$ cat src/rtl/edn_req_arb.sv
// edn_req_arb: round-robin sharing of one EDN entropy endpoint among NumReq consumers,
// with a sticky watchdog for a stalled upstream.
module edn_req_arb #(
  parameter int NumReq        = 4,
  parameter int TimeoutCycles = 1024,
  parameter int CntW          = 11
) (
  input  logic              clk_i,
  input  logic              rst_ni,
  input  logic [NumReq-1:0] cons_req_i,
  output logic [NumReq-1:0] cons_ack_o,
  output logic [31:0]       cons_bus_o,
  output logic              cons_fips_o,
  output logic              edn_req_o,
  input  logic              edn_ack_i,
  input  logic [31:0]       edn_bus_i,
  input  logic              edn_fips_i,
  output logic [2:0]        gnt_idx_o,
  output logic              busy_o,
  output logic              timeout_o,
  input  logic              timeout_clr_i
);
  typedef enum logic [1:0] {Idle, Req, Dlv} state_e;
  localparam logic [NumReq-1:0] One = 1;
  localparam logic [CntW-1:0] CntMax = CntW'(TimeoutCycles - 1);
  state_e state;
  logic [2:0] rr_ptr, pick, nxt;
  logic [CntW-1:0] cnt;
  int d, best;
  // pick the requester with the smallest upward distance from rr_ptr
  always_comb begin
    pick = '0;
    best = NumReq;
    d = 0;
    for (int i = 0; i < NumReq; i++) begin
      d = (i >= int'(rr_ptr)) ? i - int'(rr_ptr) : i + NumReq - int'(rr_ptr);
      if (cons_req_i[i] && d < best) begin
        best = d;
        pick = 3'(i);
      end
    end
  end
  assign nxt = (gnt_idx_o == 3'(NumReq - 1)) ? 3'd0 : gnt_idx_o + 3'd1;
  // a consumer that withdrew while waiting gets no ack; the word is dropped
  assign cons_ack_o = (state == Dlv) ? cons_req_i & (One << gnt_idx_o) : '0;
  always_ff @(posedge clk_i or negedge rst_ni) begin
    if (!rst_ni) begin
      state       <= Idle;
      rr_ptr      <= '0;
      cnt         <= '0;
      gnt_idx_o   <= '0;
      edn_req_o   <= 1'b0;
      busy_o      <= 1'b0;
      timeout_o   <= 1'b0;
      cons_bus_o  <= '0;
      cons_fips_o <= 1'b0;
    end else begin
      if (timeout_clr_i) timeout_o <= 1'b0;
      case (state)
        Idle: if (|cons_req_i) begin
          state     <= Req;
          gnt_idx_o <= pick;
          edn_req_o <= 1'b1;
          busy_o    <= 1'b1;
          cnt       <= '0;
        end
        Req: if (edn_ack_i) begin
          state       <= Dlv;
          edn_req_o   <= 1'b0;
          cnt         <= '0;
          cons_bus_o  <= edn_bus_i;
          cons_fips_o <= edn_fips_i;
        end else if (cnt == CntMax) begin
          state     <= Idle;
          edn_req_o <= 1'b0;
          busy_o    <= 1'b0;
          timeout_o <= 1'b1;
          rr_ptr    <= nxt;
          gnt_idx_o <= '0;
          cnt       <= '0;
        end else begin
          cnt <= cnt + 1'b1;
        end
        Dlv: begin
          state       <= Idle;
          busy_o      <= 1'b0;
          rr_ptr      <= nxt;
          gnt_idx_o   <= '0;
          cons_bus_o  <= '0;
          cons_fips_o <= 1'b0;
        end
        default: state <= Idle;
      endcase
    end
  end
endmodule
$ cat config.mk
export PLATFORM = sky130hd
export DESIGN_NAME = edn_req_arb
export DESIGN_NICKNAME = d
export VERILOG_FILES = /design/src/rtl/edn_req_arb.sv
export SDC_FILE = /design/constraint.sdc
export NUM_CORES = 1
export LEC_CHECK = 0
export BUFFER_PORTS_ARGS = -buffer_cell sky130_fd_sc_hd__buf_2
export CORE_MARGIN = 1.5
export CORE_UTILIZATION = 40
export DETAILED_ROUTE_END_ITERATION = 10
export PLACE_DENSITY = 0.65
export SLEW_MARGIN = 10
export SYNTH_ARGS = -nofsm -noshare
export SYNTH_HDL_FRONTEND = slang
export SYNTH_SLANG_ARGS = --single-unit
$ cat constraint.sdc
create_clock -name clk_i -period 7 [get_ports clk_i]
set_input_delay 0.7 -clock clk_i [delete_from_list [all_inputs] [get_ports clk_i]]
set_output_delay 0.7 -clock clk_i [all_outputs]
set_load 0.02 [all_outputs]
* Word-level counts from Yosys, hierarchy flattened
Index checks and enable logic that the tools add are counted.
Storage, ports and cells: output and inout bits 43, input bits 41, register bits 55, word-level logic and storage cells 94
Cells by class: reduce and logical (&&, ||, !) cells 15, add/subtract/negate cells 10, eq/ne operators 9, shift operators 1, mux-type cells 41, magnitude comparators 8, bitwise operators 1
Operators with widths (number):
- $mux W32 | 8
- $lt A32 B32 Y1 | 3
- $pmux W32 S2 | 1
- $mux W11 | 3
- $lt A32 B4 Y1 const B | 1
- $mux W3 | 8
- $pmux W11 S2 | 1
- $sub A3 B3 Y4 const A | 4
- $add A11 B1 Y11 const B | 1
- $eq A11 B10 Y1 const B | 1
- $mux W1 | 10
- $pmux W3 S3 | 1
- $ne A2 B2 Y1 const B | 4
- $sub A1 B3 Y4 const A | 2
- $sub A2 B3 Y4 const A | 2
- $ge A1 B3 Y1 const A | 2
- $ge A2 B3 Y1 const A | 2
- $mux W2 | 3
- $pmux W3 S2 | 1
- $reduce_and A2 Y1 | 3
- $reduce_and A3 Y1 | 2
- $and A4 B4 Y4 | 1
- $logic_and A1 B1 Y1 | 4
- $mux W4 | 1
- other kinds (14) | 16

* Depth between registers and ports, before layout
word-level depth 16, depth in mapped cells 20, gate-level depth less buffers 20

* Least setup slack after synthesis
No wires, ideal clock.
path type input to register, start point input cons_req_i[0], end point register gnt_idx_o[0], arrival time 3.445 ns, buffers on the path 0, path slack 3.434 ns, required time 6.879 ns, stages on the path 17, library setup time 0.121 ns, cell sequence nand3b_1 ha_1 xor2_1 and2_0 and2_1 a21oi_1 ha_1 o21ai_0 a21oi_1 o21a_1 nand2_1 o21ai_0 ha_1 o22ai_1 o221a_2 a21oi_1 o21ai_2
Between the ends: cells in the longest elaborated chain, start to end 13, elaborated cells on any way between the ends 18, classes of those cells 3 x order compare; 1 x eq/ne; 8 x mux; 6 x reduce/logical
RTL lines:
- start: declaration | line 10 | input logic [NumReq-1:0] cons_req_i,
- $logic_and A1 B1 Y1 | line 37 | if (cons_req_i[i] && d < best) begin
- $mux W32 | line 37
- $lt A32 B32 Y1 | line 37
- $logic_and A1 B1 Y1 | line 37
- $mux W32 | line 37
- $lt A32 B32 Y1 | line 37
- $logic_and A1 B1 Y1 | line 37
- $mux W32 | line 37
- $lt A32 B32 Y1 | line 37
- $logic_and A1 B1 Y1 | line 37
- $mux W3 | line 37
- $mux W3 | line 60 | Idle: if (|cons_req_i) begin
- $pmux W3 S3 | line 59 | case (state)
- end signal: assignment | line 62 | gnt_idx_o <= pick;
- end: declaration | line 18 | output logic [2:0] gnt_idx_o,
Several ways; a longest one is shown, not always the timed one. The select of a mux whose other input is x is not followed. A chain may end at the register's enable or synchronous reset.

* Worst setup path after layout
start point register rr_ptr[0], end point register gnt_idx_o[0]
Between the ends: cells in the longest elaborated chain, start to end 16, elaborated cells on any way between the ends 32, classes of those cells 8 x add/sub; 8 x order compare; 12 x mux; 4 x reduce/logical
RTL lines:
- start: declaration | line 27 | logic [2:0] rr_ptr, pick, nxt;
- start signal: assignment | line 78 | rr_ptr <= nxt;
- start signal: assignment | line 87 | rr_ptr <= nxt;
- $sub A3 B3 Y4, or another cell as far along | line 36 | d = (i >= int'(rr_ptr)) ? i - int'(rr_ptr) : i + NumReq - int'(rr_ptr);
- $mux W32 | line 36
- $lt A32 B4 Y1 | line 37
- $logic_and A1 B1 Y1 | line 37
- $mux W32 | line 37
- $lt A32 B32 Y1 | line 37
- $logic_and A1 B1 Y1 | line 37
- $mux W32 | line 37
- $lt A32 B32 Y1 | line 37
- $logic_and A1 B1 Y1 | line 37
- $mux W32 | line 37
- $lt A32 B32 Y1 | line 37
- $logic_and A1 B1 Y1 | line 37
- $mux W3 (*) | line 37
- $mux W3 (*) | line 60
- $pmux W3 S3 (*) | line 59
Mark *: on every way between the ends. The rest lies on a longest branch, timed or not. The select of a mux whose other input is x is not followed.

==> flow_summary_export.csv <==
group,metric,value,unit
detailed_routing,drt-pass1-iter-count,4,
global_routing,grt_pass1_vias,2121,
sta,rsz0062_at_grt,"false",
sta,hold_viol_final,0,
global_routing,grt-ovfl-total,0,
layout,fin_util,50.89,%
clock_tree,path_clk_slew,0.09,ns
synthesis,synth.top_cell.area_share,51.11,%
worst_setup_path,crit_path_max_incr_delay,0.41,ns
layout,drive_gt1_share,32.52,%
clock_tree,cts_num_sinks,53,
clock_tree,post_cts_buffers,0,
worst_setup_path,crit_path_cell_trace,"inv_1, ha_1, nand3b_1, ha_1, xor2_1, and2_0, and2_1, a21oi_1, ha_1, o21ai_0, a21oi_1, o21a_1, nand2_1, o21ai_0, ha_1, o22ai_1, o221a_2, a21oi_1, o21ai_2",
floorplanning,start_util,41.10,%
synthesis,synth_cell_types,44,
sta,relSlewSlack,35.65,%
synthesis,yosysTopAreaCell,"dfrtp_1",
detailed_routing,post-route-drc-count,0,
power,peakVddDrop,0.1847,mV
clock_tree,clockBufferDepth,2,
synthesis,synth_most_common_cell,"dfrtp_1",
worst_setup_path,crit_top_cell,"ha_1",
clock_tree,cts_tree,"built",
placement,hpwl,3897,um
global_routing,antenna_found_initial,0,
floorplanning,std_cell_rows,29,
synthesis,ys.warnings.count,0,
global_routing,grt_first_pass_wirelength,9625,um
sta,min_period_over_period,56.42,%
sta,setup_viol,0,
synthesis,ys_ff_latch,53,
synthesis,synthArstFlopShare,100.0,%
sta,worst_pin_slew,0.9450,ns
min_path,holdCritPathClass,"flop to flop",
flow_run,maxCapViolations,0,
synthesis,netlist_area,2595,um^2
sta,max_freq,253.2,MHz
layout,nFillCells,611,
floorplanning,die_area,6980,um^2
global_routing,grt_max_degree,54,
synthesis,synth_area_leaders,"dfrtp_1 (51%), a22o_1 (11%), ha_1 (8.2%)",
synthesis,syn-mean-instance-area,10.64,um^2
global_routing,track_usage,16.65,%
floorplanning,die_y,83.55,um
synthesis,syn_inst,244,
placement,routabilityCongestion,0.9050,
worst_setup_path,cp-end-kind,"flop",
floorplanning,fp.dieW,83.55,um
clock_tree,root_buffer,"clkbuf_8",
sta,tns,0,ns
layout,nNetsFinal,387,
clock_tree,ctsHoldBuffers,0,
worst_setup_path,cp_slowest_cell,"dfrtp_1",
sta,fin_worst_skew,0.002596,ns
detailed_routing,via_count,2088,
synthesis,synth_edf_count,0,
worst_setup_path,crit_type,"flop to flop",
floorplanning,coreArea,6314,um^2
floorplanning,pin_count,84,
detailed_routing,final_antenna_net_count,0,
sta,slew_viol_final,0,
placement,port_buffers,82,
clock_tree,ctsResizeCount,0,
synthesis,synthTopCellsByCount,"dfrtp_1 (53), a22o_1 (33), nand2_1 (26), o21ai_0 (24), ha_1 (17)",
synthesis,seq_area_frac_synth,51.11,%
sta,fin_crit,3.949,ns
clock_tree,cts_inserted_buffers,5,
clock_tree,clock_latency,0.30,ns
worst_setup_path,required,7.19,ns
clock_tree,cts-htree-levels,2,
worst_setup_path,worstPathArrival,4.14,ns
layout,area_growth,23.82,%
worst_setup_path,worst-path-max-fanout,6,
worst_setup_path,startpoint_type,"flop",
detailed_routing,via_per_inst,5.143,
detailed_routing,drt-total-wl,5464,um
power,leakage,1.673,nW
power,p_per_area,416.1,nW/um^2
layout,diodes,0,
detailed_routing,wire_per_inst,13.46,um
synthesis,synth_ff_type,"dfrtp_1",
outcome,status,"completed",
detailed_routing,drt_iter0_markers,119,
-- layer usage --
metal | share of wire (%) | routed length [um] | up-vias | GRT usage (%)
met5 | 0 | 0 | - | 0
met4 | 0.66 | 36 | 0 | 3.428
met3 | 6.3 | 343 | 4 | 3.956
met2 | 45 | 2449 | 69 | 26.98
met1 | 48 | 2635 | 963 | 23.01
li1 | - | - | 1052 | -
-- critical path: cells and delay by family (launching register included) --
family / cells / cell delay, ns
xor gates and xnor gates: 1 / 0.17
buffers and inverters: 1 / 0.11
DFF: 1 / 0.41
adders and majority gates: 4 / 1.13
and+or+nand+nor: 4 / 0.68
AOI/OAI and AO/OA: 9 / 1.36
-- where the power goes --
group	switching, W	internal (W)	total, W
Clock	0.0000948	0.000104	0.000199
Combinational	0.000394	0.000274	0.000668
Sequential	0.0000628	0.000407	0.000470
-- state kept, by name (all words and copies together) (netlist names) --
name         flops
timeout_o        1
edn_req_o        1
cons_bus_o      32
cons_fips_o      1
rr_ptr           2
state            2
gnt_idx_o        2
busy_o           1
cnt             11
-- cell families after synthesis --
family / synth area share [%]
compound gates: 22.42
xor+xnor: 0.3376
fa+ha+maj: 8.197
buf+inv: 3.038
flops: 51.11
mux: 1.254
other cells: 0.1445
simple gates: 13.50
-- through the flow --
stage	setup WS [ns]	power, W	hold slack (ns)	cell area, um^2	cells
after floorplan	3.434	0.0009445	0.4044	2606	247
after global placement	3.092	0.001135	0.4674	3109	399
after detailed placement	3.006	0.001148	0.4788	3109	399
after CTS	3.066	0.001352	0.5005	3213	406
after global routing	2.696	0.001457	0.5179	3213	406
final	3.051	0.001337	0.4938	3213	406
-- cell usage in the layout, fill, tap and decap left out, types with 2 or more instances in the layout --
master / count
a21oi_1: 5
a22o_1: 33
a31oi_1: 3
and3_1: 8
buf_2: 82
buf_4: 3
clkbuf_8: 5
conb_1: 4
dfrtp_1: 53
ha_1: 17
inv_1: 10
mux2_2: 2
nand2_1: 26
nand2b_1: 2
nand3_1: 3
nand4_1: 2
nor2_1: 10
nor2b_1: 3
o21a_1: 2
o21ai_0: 24
o21ai_2: 3
o22ai_1: 2
o31ai_1: 2
-- layout make-up --
| type | count | area, um^2 | area share (%) |
|---|---|---|---|
| Clock buffer | 5 | 68.82 | 2.142 |
| Clock inverter | 2 | 35.03 | 1.090 |
| Inverter | 10 | 37.54 | 1.168 |
| Multi-Input combinational cell | 174 | 1216 | 37.85 |
| Sequential cell | 53 | 1326 | 41.28 |
| Tap cell | 77 | 96.34 | 2.998 |
| Timing Repair Buffer | 85 | 432.9 | 13.47 |
-- final timing paths --
| path | startpoint | end | slack (ns) | depth (start not counted) |
|---|---|---|---|---|
| max | rr_ptr[0] | gnt_idx_o[0] | 3.05 | 19 |
| min | busy_o | busy_o | 0.49 | 2 |
| max reg2reg | rr_ptr[0] | gnt_idx_o[0] | 3.05 | 19 |
| min reg2reg | busy_o | busy_o | 0.49 | 2 |
| max in group asynchronous | rst_ni | gnt_idx_o[0] | 6.06 | 2 |
| min in group asynchronous | rst_ni | cons_bus_o[20] | 0.50 | 2 |
Note: power is estimated with default switching activity, not from simulation.
